### src/rtl/snake_pkg.sv
// Shared encodings and helpers for the snake body engine.
package snake_pkg;

  typedef logic [1:0] dir_t;

  localparam dir_t DIR_RIGHT = 2'd0;
  localparam dir_t DIR_UP    = 2'd1;
  localparam dir_t DIR_LEFT  = 2'd2;
  localparam dir_t DIR_DOWN  = 2'd3;

  localparam logic [1:0] ST_IDLE   = 2'd0;
  localparam logic [1:0] ST_SCAN   = 2'd1;
  localparam logic [1:0] ST_COMMIT = 2'd2;
  localparam logic [1:0] ST_DEAD   = 2'd3;

  // Bits needed to hold values 0..n-1 (minimum 1).
  function automatic int logb2(input int n);
    int r;
    r = 1;
    for (int i = 1; i < 31; i++) begin
      if ((1 << i) < n) r = i + 1;
    end
    return r;
  endfunction

  // Reverse direction: the encoding places opposites two apart.
  function automatic dir_t opposite(input dir_t d);
    return d ^ 2'b10;
  endfunction

endpackage

### src/rtl/snake_engine_if.sv
// Control, status and renderer read bus of the snake engine.
interface snake_engine_if #(
  parameter int XW = 5,
  parameter int YW = 5,
  parameter int LW = 7
);
  logic          dir_valid;
  logic [1:0]    dir;
  logic          step;
  logic          grow;
  logic          busy;
  logic          done;
  logic          dead;
  logic          self_col;
  logic          wall_col;
  logic [XW-1:0] head_x;
  logic [YW-1:0] head_y;
  logic [LW-1:0] length;
  logic [LW-1:0] rd_idx;
  logic [XW-1:0] rd_x;
  logic [YW-1:0] rd_y;
  logic          rd_valid;

  modport master (
    output dir_valid, dir, step, grow, rd_idx,
    input  busy, done, dead, self_col, wall_col, head_x, head_y, length,
           rd_x, rd_y, rd_valid
  );

  modport slave (
    input  dir_valid, dir, step, grow, rd_idx,
    output busy, done, dead, self_col, wall_col, head_x, head_y, length,
           rd_x, rd_y, rd_valid
  );
endinterface

### src/rtl/snake_ring.sv
// Circular body buffer: segment i lives in slot (head_ptr + i) mod MAX_LEN.
// A write pre-decrements the head pointer so the new head becomes segment 0
// and every old segment shifts down by one index without moving data.
module snake_ring
  import snake_pkg::*;
#(
  parameter int H        = 32,
  parameter int V        = 32,
  parameter int MAX_LEN  = 64,
  parameter int INIT_LEN = 3,
  parameter int XW       = 5,
  parameter int YW       = 5,
  parameter int LW       = 7
) (
  input  logic          clk,
  input  logic          reset,
  input  logic          we_i,
  input  logic [XW-1:0] wx_i,
  input  logic [YW-1:0] wy_i,
  input  logic [LW-1:0] scan_idx_i,
  output logic [XW-1:0] scan_x_o,
  output logic [YW-1:0] scan_y_o,
  input  logic [LW-1:0] rd_idx_i,
  output logic [XW-1:0] rd_x_o,
  output logic [YW-1:0] rd_y_o
);
  localparam int PW = logb2(MAX_LEN);

  logic [XW-1:0] mx_q [MAX_LEN];
  logic [YW-1:0] my_q [MAX_LEN];
  logic [PW-1:0] ptr_q;
  logic [PW-1:0] ptr_dec;
  logic [PW-1:0] scan_slot;
  logic [PW-1:0] rd_slot;

  // Segment index to buffer slot; out-of-range indices fold to slot 0.
  function automatic logic [PW-1:0] slot_of(input logic [PW-1:0] ptr,
                                            input logic [LW-1:0] idx);
    logic [LW:0] sum;
    sum = {{(LW + 1 - PW){1'b0}}, ptr} + {1'b0, idx};
    if (sum >= (LW + 1)'(MAX_LEN)) sum = sum - (LW + 1)'(MAX_LEN);
    if (sum >= (LW + 1)'(MAX_LEN)) sum = '0;
    return sum[PW-1:0];
  endfunction

  assign ptr_dec   = (ptr_q == '0) ? PW'(MAX_LEN - 1) : ptr_q - PW'(1);
  assign scan_slot = slot_of(ptr_q, scan_idx_i);
  assign rd_slot   = slot_of(ptr_q, rd_idx_i);

  // Combinational read ports for the collision scan and the renderer.
  always_comb begin
    scan_x_o = mx_q[scan_slot];
    scan_y_o = my_q[scan_slot];
    rd_x_o   = mx_q[rd_slot];
    rd_y_o   = my_q[rd_slot];
  end

  // Reset loads the initial horizontal body; a write pushes a new head.
  always_ff @(posedge clk or negedge reset) begin
    if (!reset) begin
      ptr_q <= '0;
      for (int i = 0; i < MAX_LEN; i++) begin
        mx_q[i] <= (i < INIT_LEN) ? XW'(H / 2 - i) : '0;
        my_q[i] <= (i < INIT_LEN) ? YW'(V / 2) : '0;
      end
    end else if (we_i) begin
      ptr_q          <= ptr_dec;
      mx_q[ptr_dec]  <= wx_i;
      my_q[ptr_dec]  <= wy_i;
    end
  end

endmodule

### src/rtl/snake_engine.sv
// Snake body engine: direction filter, move FSM with sequential self-collision
// scan, wall/wrap edge handling and a registered renderer read port.
//
// state  | meaning
// IDLE   | waiting for step
// SCAN   | comparing new head against one body segment per cycle
// COMMIT | writing new head, updating length and direction
// DEAD   | collision recorded, only reset leaves
module snake_engine
  import snake_pkg::*;
#(
  parameter int H        = 32,
  parameter int V        = 32,
  parameter int MAX_LEN  = 64,
  parameter int INIT_LEN = 3,
  parameter int WRAP     = 1
) (
  input  logic clk,
  input  logic reset,
  snake_engine_if.slave sif
);
  localparam int XW = logb2(H);
  localparam int YW = logb2(V);
  localparam int LW = logb2(MAX_LEN + 1);

  logic [1:0]    state_q, state_d;
  dir_t          cur_dir_q, cur_dir_d;
  dir_t          pend_dir_q, pend_dir_d;
  dir_t          mv_dir_q, mv_dir_d;
  logic          grow_q, grow_d;
  logic          wall_hit_q, wall_hit_d;
  logic [XW-1:0] nx_q, nx_d, hx_q, hx_d;
  logic [YW-1:0] ny_q, ny_d, hy_q, hy_d;
  logic [LW-1:0] cnt_q, cnt_d, n_q, n_d, len_q, len_d;
  logic          done_q, done_d, dead_q, dead_d;
  logic          self_q, self_d, wallc_q, wallc_d;
  logic [XW-1:0] rd_x_q;
  logic [YW-1:0] rd_y_q;
  logic          rd_valid_q;

  logic          we;
  logic [XW-1:0] scan_x, ring_rd_x, cand_x;
  logic [YW-1:0] scan_y, ring_rd_y, cand_y;
  logic          cand_oob;
  logic          grow_eff;
  logic [LW-1:0] scan_n;
  logic          rd_hit;

  snake_ring #(
    .H(H), .V(V), .MAX_LEN(MAX_LEN), .INIT_LEN(INIT_LEN),
    .XW(XW), .YW(YW), .LW(LW)
  ) u_ring (
    .clk        (clk),
    .reset      (reset),
    .we_i       (we),
    .wx_i       (nx_q),
    .wy_i       (ny_q),
    .scan_idx_i (cnt_q),
    .scan_x_o   (scan_x),
    .scan_y_o   (scan_y),
    .rd_idx_i   (sif.rd_idx),
    .rd_x_o     (ring_rd_x),
    .rd_y_o     (ring_rd_y)
  );

  // Candidate head one cell along the pending direction, with edge check.
  always_comb begin
    cand_x   = hx_q;
    cand_y   = hy_q;
    cand_oob = 1'b0;
    case (pend_dir_q)
      DIR_RIGHT: begin
        cand_x   = hx_q + XW'(1);
        cand_oob = (WRAP == 0) && (hx_q == XW'(H - 1));
      end
      DIR_LEFT: begin
        cand_x   = hx_q - XW'(1);
        cand_oob = (WRAP == 0) && (hx_q == '0);
      end
      DIR_UP: begin
        cand_y   = hy_q + YW'(1);
        cand_oob = (WRAP == 0) && (hy_q == YW'(V - 1));
      end
      default: begin
        cand_y   = hy_q - YW'(1);
        cand_oob = (WRAP == 0) && (hy_q == '0);
      end
    endcase
  end

  // Growth is dropped at full length; the tail cell is skipped on plain moves.
  assign grow_eff = sif.grow && (len_q < LW'(MAX_LEN));
  assign scan_n   = grow_eff ? len_q : len_q - LW'(1);

  // Move FSM and direction filter next-state logic.
  always_comb begin
    state_d    = state_q;
    cur_dir_d  = cur_dir_q;
    pend_dir_d = pend_dir_q;
    mv_dir_d   = mv_dir_q;
    grow_d     = grow_q;
    wall_hit_d = wall_hit_q;
    nx_d       = nx_q;
    ny_d       = ny_q;
    hx_d       = hx_q;
    hy_d       = hy_q;
    cnt_d      = cnt_q;
    n_d        = n_q;
    len_d      = len_q;
    done_d     = 1'b0;
    dead_d     = dead_q;
    self_d     = self_q;
    wallc_d    = wallc_q;
    we         = 1'b0;

    if (sif.dir_valid && (sif.dir != opposite(cur_dir_q))) pend_dir_d = sif.dir;

    case (state_q)
      ST_IDLE: begin
        if (sif.step) begin
          mv_dir_d   = pend_dir_q;
          grow_d     = grow_eff;
          nx_d       = cand_x;
          ny_d       = cand_y;
          wall_hit_d = cand_oob;
          cnt_d      = '0;
          n_d        = scan_n;
          state_d    = (cand_oob || (scan_n != '0)) ? ST_SCAN : ST_COMMIT;
        end
      end
      ST_SCAN: begin
        if (wall_hit_q) begin
          wallc_d = 1'b1;
          dead_d  = 1'b1;
          done_d  = 1'b1;
          state_d = ST_DEAD;
        end else if ((scan_x == nx_q) && (scan_y == ny_q)) begin
          self_d  = 1'b1;
          dead_d  = 1'b1;
          done_d  = 1'b1;
          state_d = ST_DEAD;
        end else begin
          cnt_d = cnt_q + LW'(1);
          if (cnt_q == n_q - LW'(1)) state_d = ST_COMMIT;
        end
      end
      ST_COMMIT: begin
        we        = 1'b1;
        hx_d      = nx_q;
        hy_d      = ny_q;
        cur_dir_d = mv_dir_q;
        if (grow_q) len_d = len_q + LW'(1);
        done_d    = 1'b1;
        state_d   = ST_IDLE;
      end
      default: state_d = ST_DEAD;
    endcase
  end

  // FSM, committed head/length and sticky status registers.
  always_ff @(posedge clk or negedge reset) begin
    if (!reset) begin
      state_q    <= ST_IDLE;
      cur_dir_q  <= DIR_RIGHT;
      pend_dir_q <= DIR_RIGHT;
      mv_dir_q   <= DIR_RIGHT;
      grow_q     <= 1'b0;
      wall_hit_q <= 1'b0;
      nx_q       <= '0;
      ny_q       <= '0;
      hx_q       <= XW'(H / 2);
      hy_q       <= YW'(V / 2);
      cnt_q      <= '0;
      n_q        <= '0;
      len_q      <= LW'(INIT_LEN);
      done_q     <= 1'b0;
      dead_q     <= 1'b0;
      self_q     <= 1'b0;
      wallc_q    <= 1'b0;
    end else begin
      state_q    <= state_d;
      cur_dir_q  <= cur_dir_d;
      pend_dir_q <= pend_dir_d;
      mv_dir_q   <= mv_dir_d;
      grow_q     <= grow_d;
      wall_hit_q <= wall_hit_d;
      nx_q       <= nx_d;
      ny_q       <= ny_d;
      hx_q       <= hx_d;
      hy_q       <= hy_d;
      cnt_q      <= cnt_d;
      n_q        <= n_d;
      len_q      <= len_d;
      done_q     <= done_d;
      dead_q     <= dead_d;
      self_q     <= self_d;
      wallc_q    <= wallc_d;
    end
  end

  assign rd_hit = (sif.rd_idx < len_q);

  // Renderer port: one-cycle registered read, zeroed past the body end.
  always_ff @(posedge clk or negedge reset) begin
    if (!reset) begin
      rd_x_q     <= '0;
      rd_y_q     <= '0;
      rd_valid_q <= 1'b0;
    end else begin
      rd_valid_q <= rd_hit;
      rd_x_q     <= rd_hit ? ring_rd_x : '0;
      rd_y_q     <= rd_hit ? ring_rd_y : '0;
    end
  end

  assign sif.busy     = (state_q == ST_SCAN) || (state_q == ST_COMMIT);
  assign sif.done     = done_q;
  assign sif.dead     = dead_q;
  assign sif.self_col = self_q;
  assign sif.wall_col = wallc_q;
  assign sif.head_x   = hx_q;
  assign sif.head_y   = hy_q;
  assign sif.length   = len_q;
  assign sif.rd_x     = rd_x_q;
  assign sif.rd_y     = rd_y_q;
  assign sif.rd_valid = rd_valid_q;

endmodule

### src/flat_wrapper.sv
// flat-port wrapper written by rule: the top's interface ports become plain ports
module snake_engine_flat import snake_pkg::*;
#(
  parameter int H        = 32,
  parameter int V        = 32,
  parameter int MAX_LEN  = 64,
  parameter int INIT_LEN = 3,
  parameter int WRAP     = 1
)
  (clk, reset, sif_dir_valid, sif_dir, sif_step, sif_grow, sif_rd_idx, sif_busy, sif_done, sif_dead, sif_self_col, sif_wall_col, sif_head_x, sif_head_y, sif_length, sif_rd_x, sif_rd_y, sif_rd_valid);
  snake_engine_if #(.XW(5), .YW(5), .LW(7)) sif_i ();
  input  logic clk;
  input  logic reset;
  input wire logic [$bits(sif_i.dir_valid)-1:0] sif_dir_valid;
  input wire logic [$bits(sif_i.dir)-1:0] sif_dir;
  input wire logic [$bits(sif_i.step)-1:0] sif_step;
  input wire logic [$bits(sif_i.grow)-1:0] sif_grow;
  input wire logic [$bits(sif_i.rd_idx)-1:0] sif_rd_idx;
  output wire logic [$bits(sif_i.busy)-1:0] sif_busy;
  output wire logic [$bits(sif_i.done)-1:0] sif_done;
  output wire logic [$bits(sif_i.dead)-1:0] sif_dead;
  output wire logic [$bits(sif_i.self_col)-1:0] sif_self_col;
  output wire logic [$bits(sif_i.wall_col)-1:0] sif_wall_col;
  output wire logic [$bits(sif_i.head_x)-1:0] sif_head_x;
  output wire logic [$bits(sif_i.head_y)-1:0] sif_head_y;
  output wire logic [$bits(sif_i.length)-1:0] sif_length;
  output wire logic [$bits(sif_i.rd_x)-1:0] sif_rd_x;
  output wire logic [$bits(sif_i.rd_y)-1:0] sif_rd_y;
  output wire logic [$bits(sif_i.rd_valid)-1:0] sif_rd_valid;
  assign sif_i.dir_valid = sif_dir_valid;
  assign sif_i.dir = sif_dir;
  assign sif_i.step = sif_step;
  assign sif_i.grow = sif_grow;
  assign sif_i.rd_idx = sif_rd_idx;
  assign sif_busy = sif_i.busy;
  assign sif_done = sif_i.done;
  assign sif_dead = sif_i.dead;
  assign sif_self_col = sif_i.self_col;
  assign sif_wall_col = sif_i.wall_col;
  assign sif_head_x = sif_i.head_x;
  assign sif_head_y = sif_i.head_y;
  assign sif_length = sif_i.length;
  assign sif_rd_x = sif_i.rd_x;
  assign sif_rd_y = sif_i.rd_y;
  assign sif_rd_valid = sif_i.rd_valid;
  snake_engine #(.H(H), .V(V), .MAX_LEN(MAX_LEN), .INIT_LEN(INIT_LEN), .WRAP(WRAP)) u_core (.clk(clk), .reset(reset), .sif(sif_i));
endmodule
### config.mk
export PLATFORM = sky130hd
export DESIGN_NAME = snake_engine_flat
export DESIGN_NICKNAME = d
export VERILOG_FILES = /design/src/rtl/snake_pkg.sv /design/src/rtl/snake_engine_if.sv /design/src/rtl/snake_ring.sv /design/src/rtl/snake_engine.sv /design/src/flat_wrapper.sv
export SDC_FILE = /design/constraint.sdc
export NUM_CORES = 2
export LEC_CHECK = 0
export ABC_AREA = 1
export BUFFER_PORTS_ARGS = -buffer_cell sky130_fd_sc_hd__clkbuf_2
export CORE_ASPECT_RATIO = 1.4
export CORE_MARGIN = 3
export CORE_UTILIZATION = 38
export CTS_BUF_LIST = sky130_fd_sc_hd__clkbuf_16
export CTS_CLUSTER_SIZE = 30
export DETAILED_ROUTE_END_ITERATION = 10
export PLACE_DENSITY = 0.59
export SYNTH_ARGS = -nofsm -noshare
export SYNTH_HDL_FRONTEND = slang
export SYNTH_SLANG_ARGS = --single-unit
### constraint.sdc
create_clock -name clk -period 8.5 [get_ports clk]
set_clock_uncertainty 0.1 [all_clocks]
set_input_delay 0.85 -clock clk [delete_from_list [all_inputs] [get_ports clk]]
set_output_delay 0.85 -clock clk [all_outputs]
set_load 0.03 [all_outputs]
* Yosys cells after proc, flatten, opt, wreduce, memory -nomap -nowiden *
Cells that the tools add are included.

cells by class
  add/subtract/negate cells = 13
  magnitude comparators = 10
  equality and inequality tests = 11
  mux-type cells = 38
  bitwise gates (word level) = 4
  reductions and logical operators = 16

operator list
  operator               number
  $bwmux W320            2
  $bmux W5 S6            4
  $mux W5                11
  $ge A8 B7 Y1 const B   4
  $demux W5 S6           1
  $ge A7 B7 Y1 const B   3
  $mux W7                3
  $not A6 Y7             3
  $pmux W5 S2            2
  $mux W6                3
  $add A6 B7 Y8          2
  $mux W8                2
  $sub A8 B7 Y8 const B  2
  $add A7 B1 Y7 const B  2
  $pmux W7 S2            1
  $sub A7 B1 Y7 const B  2
  $add A5 B1 Y5 const B  2
  $eq A5 B5 Y1           2
  $sub A5 B1 Y5 const B  2
  $mux W2                4
  $reduce_and A2 Y1      4
  $eq A7 B7 Y1           1
  $lt A7 B1 Y1 const B   1
  $lt A7 B7 Y1           1
  other kinds (19)       28

storage, ports and cells
  bits in registers = 710
  input port bits = 14

* Longest topological paths before layout *
  depth in word-level cells = 13
  mapped depth = 36
  depth with buffers taken out = 34

* Hierarchy *
A second synthesis with hierarchy kept.

second synthesis, totals
  cells, all modules = 6362
  area, all modules = 42698.5 µm²

by module, submodules not included
  module        times used  cells an instance  area each (µm²)
  snake_ring    1           5903               39081.2
  snake_engine  1           459                3617.2

* Worst setup path before layout *
Ideal clock, no wire load.

  path type = input port to flip-flop
  from = in sif_rd_idx[0]
  to = reg u_core.rd_y_q[2] (netlist: u_core.sif.rd_y[2])
  data arrival time = 4173 ps
  path slack = 4146 ps
  stages = 25
  buffers on the path = 2
  path through = ha_1 fa_1 nand3_1 and2_1 nor2_1 o21ai_0 nand2_1 xor2_1 ha_1 inv_1 nor4_1 nand4_1 nand3_1 nand3_1 inv_1 nand2_1 inv_1 clkbuf_1 clkbuf_1 nand2_1 nand3_1 nand3_1 nand3_1 nand3_1 a31oi_1

between the ends
  cells in the longest elaborated chain, start to end = 10

ends and longest elaborated chain
  element                                        RTL line             RTL
  start, declared                                flat_wrapper.sv:18   input wire logic [$bits(sif_i.rd_idx)-1:0] sif_rd_idx;
  $add A6 B7 Y8                                  snake_ring.sv:40     sum = {{(LW + 1 - PW){1'b0}}, ptr} + {1'b0, idx};
  $sub A8 B7 Y8 or $ge A8 B7 Y1 (tied branches)  snake_ring.sv:41     if (sum >= (LW + 1)'(MAX_LEN)) sum = sum - (LW + 1)'(MAX_LEN);
  $mux W8                                        snake_ring.sv:41
  $ge A8 B7 Y1                                   snake_ring.sv:42     if (sum >= (LW + 1)'(MAX_LEN)) sum = '0;
  $mux W6                                        snake_ring.sv:42
  $not A6 Y7 (implied by the code)               snake_ring.sv:55     rd_y_o = my_q[rd_slot];
  $bmux W5 S6                                    snake_ring.sv:55
  $mux W5 (implied by the code) (2 in series)    snake_ring.sv:55
  $mux W5 *                                      snake_engine.sv:212  rd_y_q <= rd_hit ? ring_rd_y : '0;
  end signal, assigned                           snake_engine.sv:212
  end, declared                                  snake_engine.sv:38   logic [YW-1:0] rd_y_q;

Every way passes the cells marked *; elsewhere a longest branch is shown, timed or not. The select of a mux whose other input is x is not followed.
A chain may end at the register's enable or synchronous reset.

* Worst setup path in the final report *
  from = reg u_core.u_ring.ptr_q[0]
  to = reg u_core.cnt_q[3]

between the ends
  cells in the longest elaborated chain, start to end = 13

ends and longest elaborated chain
  element                                          RTL line                            RTL
  start, declared                                  snake_ring.sv:31                    logic [PW-1:0] ptr_q;
  start signal, assigned                           snake_ring.sv:67                    ptr_q <= ptr_dec;
  $add A6 B7 Y8 *                                  snake_ring.sv:40
  $sub A8 B7 Y8 or $ge A8 B7 Y1 (tied branches)    snake_ring.sv:41
  $mux W8 *                                        snake_ring.sv:41
  $ge A8 B7 Y1                                     snake_ring.sv:42
  $mux W6 *                                        snake_ring.sv:42
  $not A6 Y7 (implied by the code) *               snake_ring.sv:52, snake_ring.sv:53
  $bmux W5 S6, on equally long branches            snake_ring.sv:52, snake_ring.sv:53
  $mux W5, on equally long branches (2 in series)  snake_ring.sv:52, snake_ring.sv:53
  $eq A5 B5 Y1                                     snake_engine.sv:137                 end else if ((scan_x == nx_q) && (scan_y == ny_q)) begin
  $logic_and A1 B1 Y1 *                            snake_engine.sv:137
  $ne A2 B2 Y1 (no line) *                         -
  $reduce_and A3 Y1 (no line) *                    -
  end signal, assigned                             snake_engine.sv:191                 cnt_q <= cnt_d;
  end, declared                                    snake_engine.sv:34                  logic [LW-1:0] cnt_q, cnt_d, n_q, n_d, len_q, len_d;

Marks and branches as above.

==> key figures <==
Status
  • Status: finished clean

Logic synthesis
  • Syn nets: between 5,000 and 6,000
  • Ys flop type: dfrtp_1
  • Synth Area in Adders: under 10%
  • Synth top area share: 43.5%
  • Post-synth ARST share: 100%
  • Compound-Gate Fraction of Synth Area: approximately 17%
  • Sequential share of the synthesized area: 44.4%
  • Synthesized cell area: approximately 40,000 um^2
  • Simple-gate share of the synthesized area: ~28%
  • Seq cells post-synth: 709
  • Distinct cell type count after synthesis: 48
  • Yosys warns: 0
  • Mean Syn Cell Area: between 7 and 8 um^2
  • Mux contribution to synthesized area: 0%
  • EDFF count, synth: 0
  • Synth top area cells: dfrtp_1 (43%), nand2_1 (15%), nand3_1 (11%)
  • Mapped Cells: 5,436
  • Synth Area in XOR/XNOR: less than 1%
  • Leading area contributor after synthesis: dfrtp_1
  • Largest family of logic cells by synthesized area: simple AND/OR/NAND/NOR gates

Drt
  • DRC: 0
  • Starting DRT DRC Count: between 4,000 and 5,000
  • Wirelength per Cell: roughly 23 um
  • First-pass detailed-route iteration total: 6
  • ANT nets after route: 0
  • Routed via count: 37,800
  • Drt via density: between 5 and 6
  • Routed wire length: roughly 150,000 um

Floorplan
  • # rows: 140
  • Core area: about 100,000 um^2
  • Die width: between 200 and 300 um
  • Die Ht: slightly below 400 um
  • Initial Util: 38.3%
  • Die area: ~110,000 um^2
  • I/O pin count: 47

Worst setup path
  • Crit. End Element: flop
  • Crit Path Max Fanout: 187
  • CP arrival: 7.10 ns
  • Critical Path Source Type: flop
  • Worst Path Buf+Inv: 1
  • Setup CP Type: reg -> reg
  • Required time worst endpoint: ~9.0 ns
  • Worst setup startpoint: u_core.u_ring.ptr_q[0]
  • Crit-path max cell delay: between 0.5 and 0.6 ns
  • Critical path's slowest cell: nand4_4
  • FF-to-FF Start: u_core.u_ring.ptr_q[0]
  • CP top delay family: simple AND/OR/NAND/NOR gates

Timing
  • Final Hold Vio Count: 0
  • Fmax: about 150 MHz
  • Period utilization: 77.7%
  • Slew HR: between 20% and 30%
  • Crit path time final: between 6 and 7 ns
  • Final setup violation count: 0
  • Worst-Margin Slew: 1.19 ns
  • Final Max Tran Viols: 0
  • RSZ-0062 raised after global routing: no
  • TNS Setup: 0 ns

Cells and area
  • # diodes: 0
  • Commonest non-fill, non-tap cells in the layout: nand2_1 (1,637), nand3_1 (894), o21ai_0 (861)
  • Layout Nets: 5,195
  • Share of cells above drive strength 1: 5.83%
  • Fillers: about 11,000
  • Most common cell after layout, fill and taps aside: nand2_1
  • Synth-to-Final Area Change: 7.29%

Clock tree
  • TritonCTS clock tree: yes
  • Num CTS Buffers: 74
  • Clk slew on worst S/H paths: ~0.060 ns
  • Hold-fix buffers, CTS: 0
  • Clock latency on the worst-skew pair: between 0.6 and 0.7 ns
  • Clock Tree Buf Depth: 3
  • Num Clock Sinks: a little over 700
  • Post-CTS setup buffers: 0
  • Resized cells post-CTS: 0
  • H-Tree Depth: 3
  • Root Buffer: clkbuf_16

GRT
  • Largest net degree at the start of global routing: roughly 190
  • Initial antenna violation count: 1
  • GRT overflow: 0
  • Vias in the first global route: approximately 36,000
  • Tot GR Track Use: a little over a quarter
  • First-pass GRT wire length: about 230,000 um

Placed design
  • Placer Congestion: 0.901
  • IO Port Bufs: 45
  • Hpwl dp: just under 90,000 um

Flow run
  • Max-Cap Viols: 0

Min path
  • Path type of the worst min-delay path: in -> async
==> final timing paths <==
| check | endpoint | slack (ns) | depth (start not counted) |
|---|---|---|---|
| setup / recovery | u_core.cnt_q[3] | 1.89 | 31 |
| hold / removal | u_core.u_ring.my_q[192] | 0.1 | 1 |
| setup reg to reg | u_core.cnt_q[3] | 1.89 | 31 |
| hold reg to reg | u_core.u_ring.my_q[24] | 0.38 | 2 |
| max in group asynchronous | u_core.u_ring.my_q[276] | 6.18 | 3 |
| min in group clk | u_core.pend_dir_q[1] | 0.37 | 3 |
==> per-layer routing <==
layer | up-vias | track usage (%) | wire length, um
met5 | - | 0 | 0
met1 | 18000 | 33.2 | 57900
met4 | 0 | 18.8 | 11600
met2 | 1689 | 43.3 | 68400
li1 | 17600 | - | -
met3 | 468 | 4.68 | 11300
==> logic make-up after synthesis <==
kind of cell	Yosys count
buffers and inverters	737
XOR/XNOR	31
adder cells (fa/ha/maj)	43
AO/OA/AOI/OAI	1279
flip-flops	709
AND/OR/NAND/NOR	2636
other	1
==> state kept, by name (all words and copies together) (netlist names) <==
name                 flops
u_core.sif.done          1
u_core.sif.head_x        5
u_core.sif.rd_x          5
u_core.mv_dir_q          2
u_core.sif.rd_valid      1
u_core.ny_q              5
u_core.sif.head_y        5
u_core.sif.length        7
u_core.sif.rd_y          5
u_core.nx_q              5
u_core.cnt_q             7
u_core.sif.self_col      1
u_core.u_ring.mx_q     320
u_core.n_q               7
u_core.grow_q            1
u_core.u_ring.ptr_q      6
u_core.pend_dir_q        2
u_core.cur_dir_q         2
u_core.u_ring.my_q     320
u_core.state_q           2
==> cell type report <==
cell class,instances,area [um^2],area share [%]
Inverter,258,980,2.28
Clock buffer,79,1980,4.61
Sequential cell,709,17800,41.4
Clock inverter,55,553,1.29
Timing Repair Buffer,105,861,2.01
Multi-Input combinational cell,3990,19100,44.4
Tap cell,1349,1690,3.94
==> cell usage after synthesis (2+ instances only) <==
master    count
nand2_1    1641
nand3_1     894
o21ai_0     861
dfrtp_1     694
clkbuf_1    326
inv_1       253
a21oi_1     192
o211ai_1    172
buf_2        76
nor2_1       45
ha_1         39
buf_6        34
buf_4        30
or2_2        23
xor2_1       17
dfstp_2      15
xnor2_1      14
buf_1        13
a31oi_1      12
nor3_1       12
o21ai_1      10
a21oi_2       5
a31o_2        5
fa_1          4
o221ai_1      4
a32oi_1       3
clkinv_1      3
nand2_2       3
nand3_2       3
nor2_2        3
o21ai_2       3
o21bai_1      3
a21boi_0      2
inv_2         2
nand4_1       2
nand4_2       2
nor2_4        2
nor4_1        2
o21a_1        2
o22ai_1       2
==> metrics by stage <==
stage	hold slack, ns	instance area, um^2	worst slack (ns)	cells	util (%)
after global placement	0.366	40300	2.01	6411	38.7
final	0.0987	42900	1.89	6545	41.1
after global routing	0.174	42900	1.47	6545	41.1
after CTS	0.123	42900	2.11	6545	41.1
after detailed placement	0.373	40300	2.04	6411	38.7
after floorplan	0.349	40000	4.15	5436	-
Power is left out: the tool's default activity adds up to more than one toggle a clock period on the data nets, which glitch-free logic cannot reach.
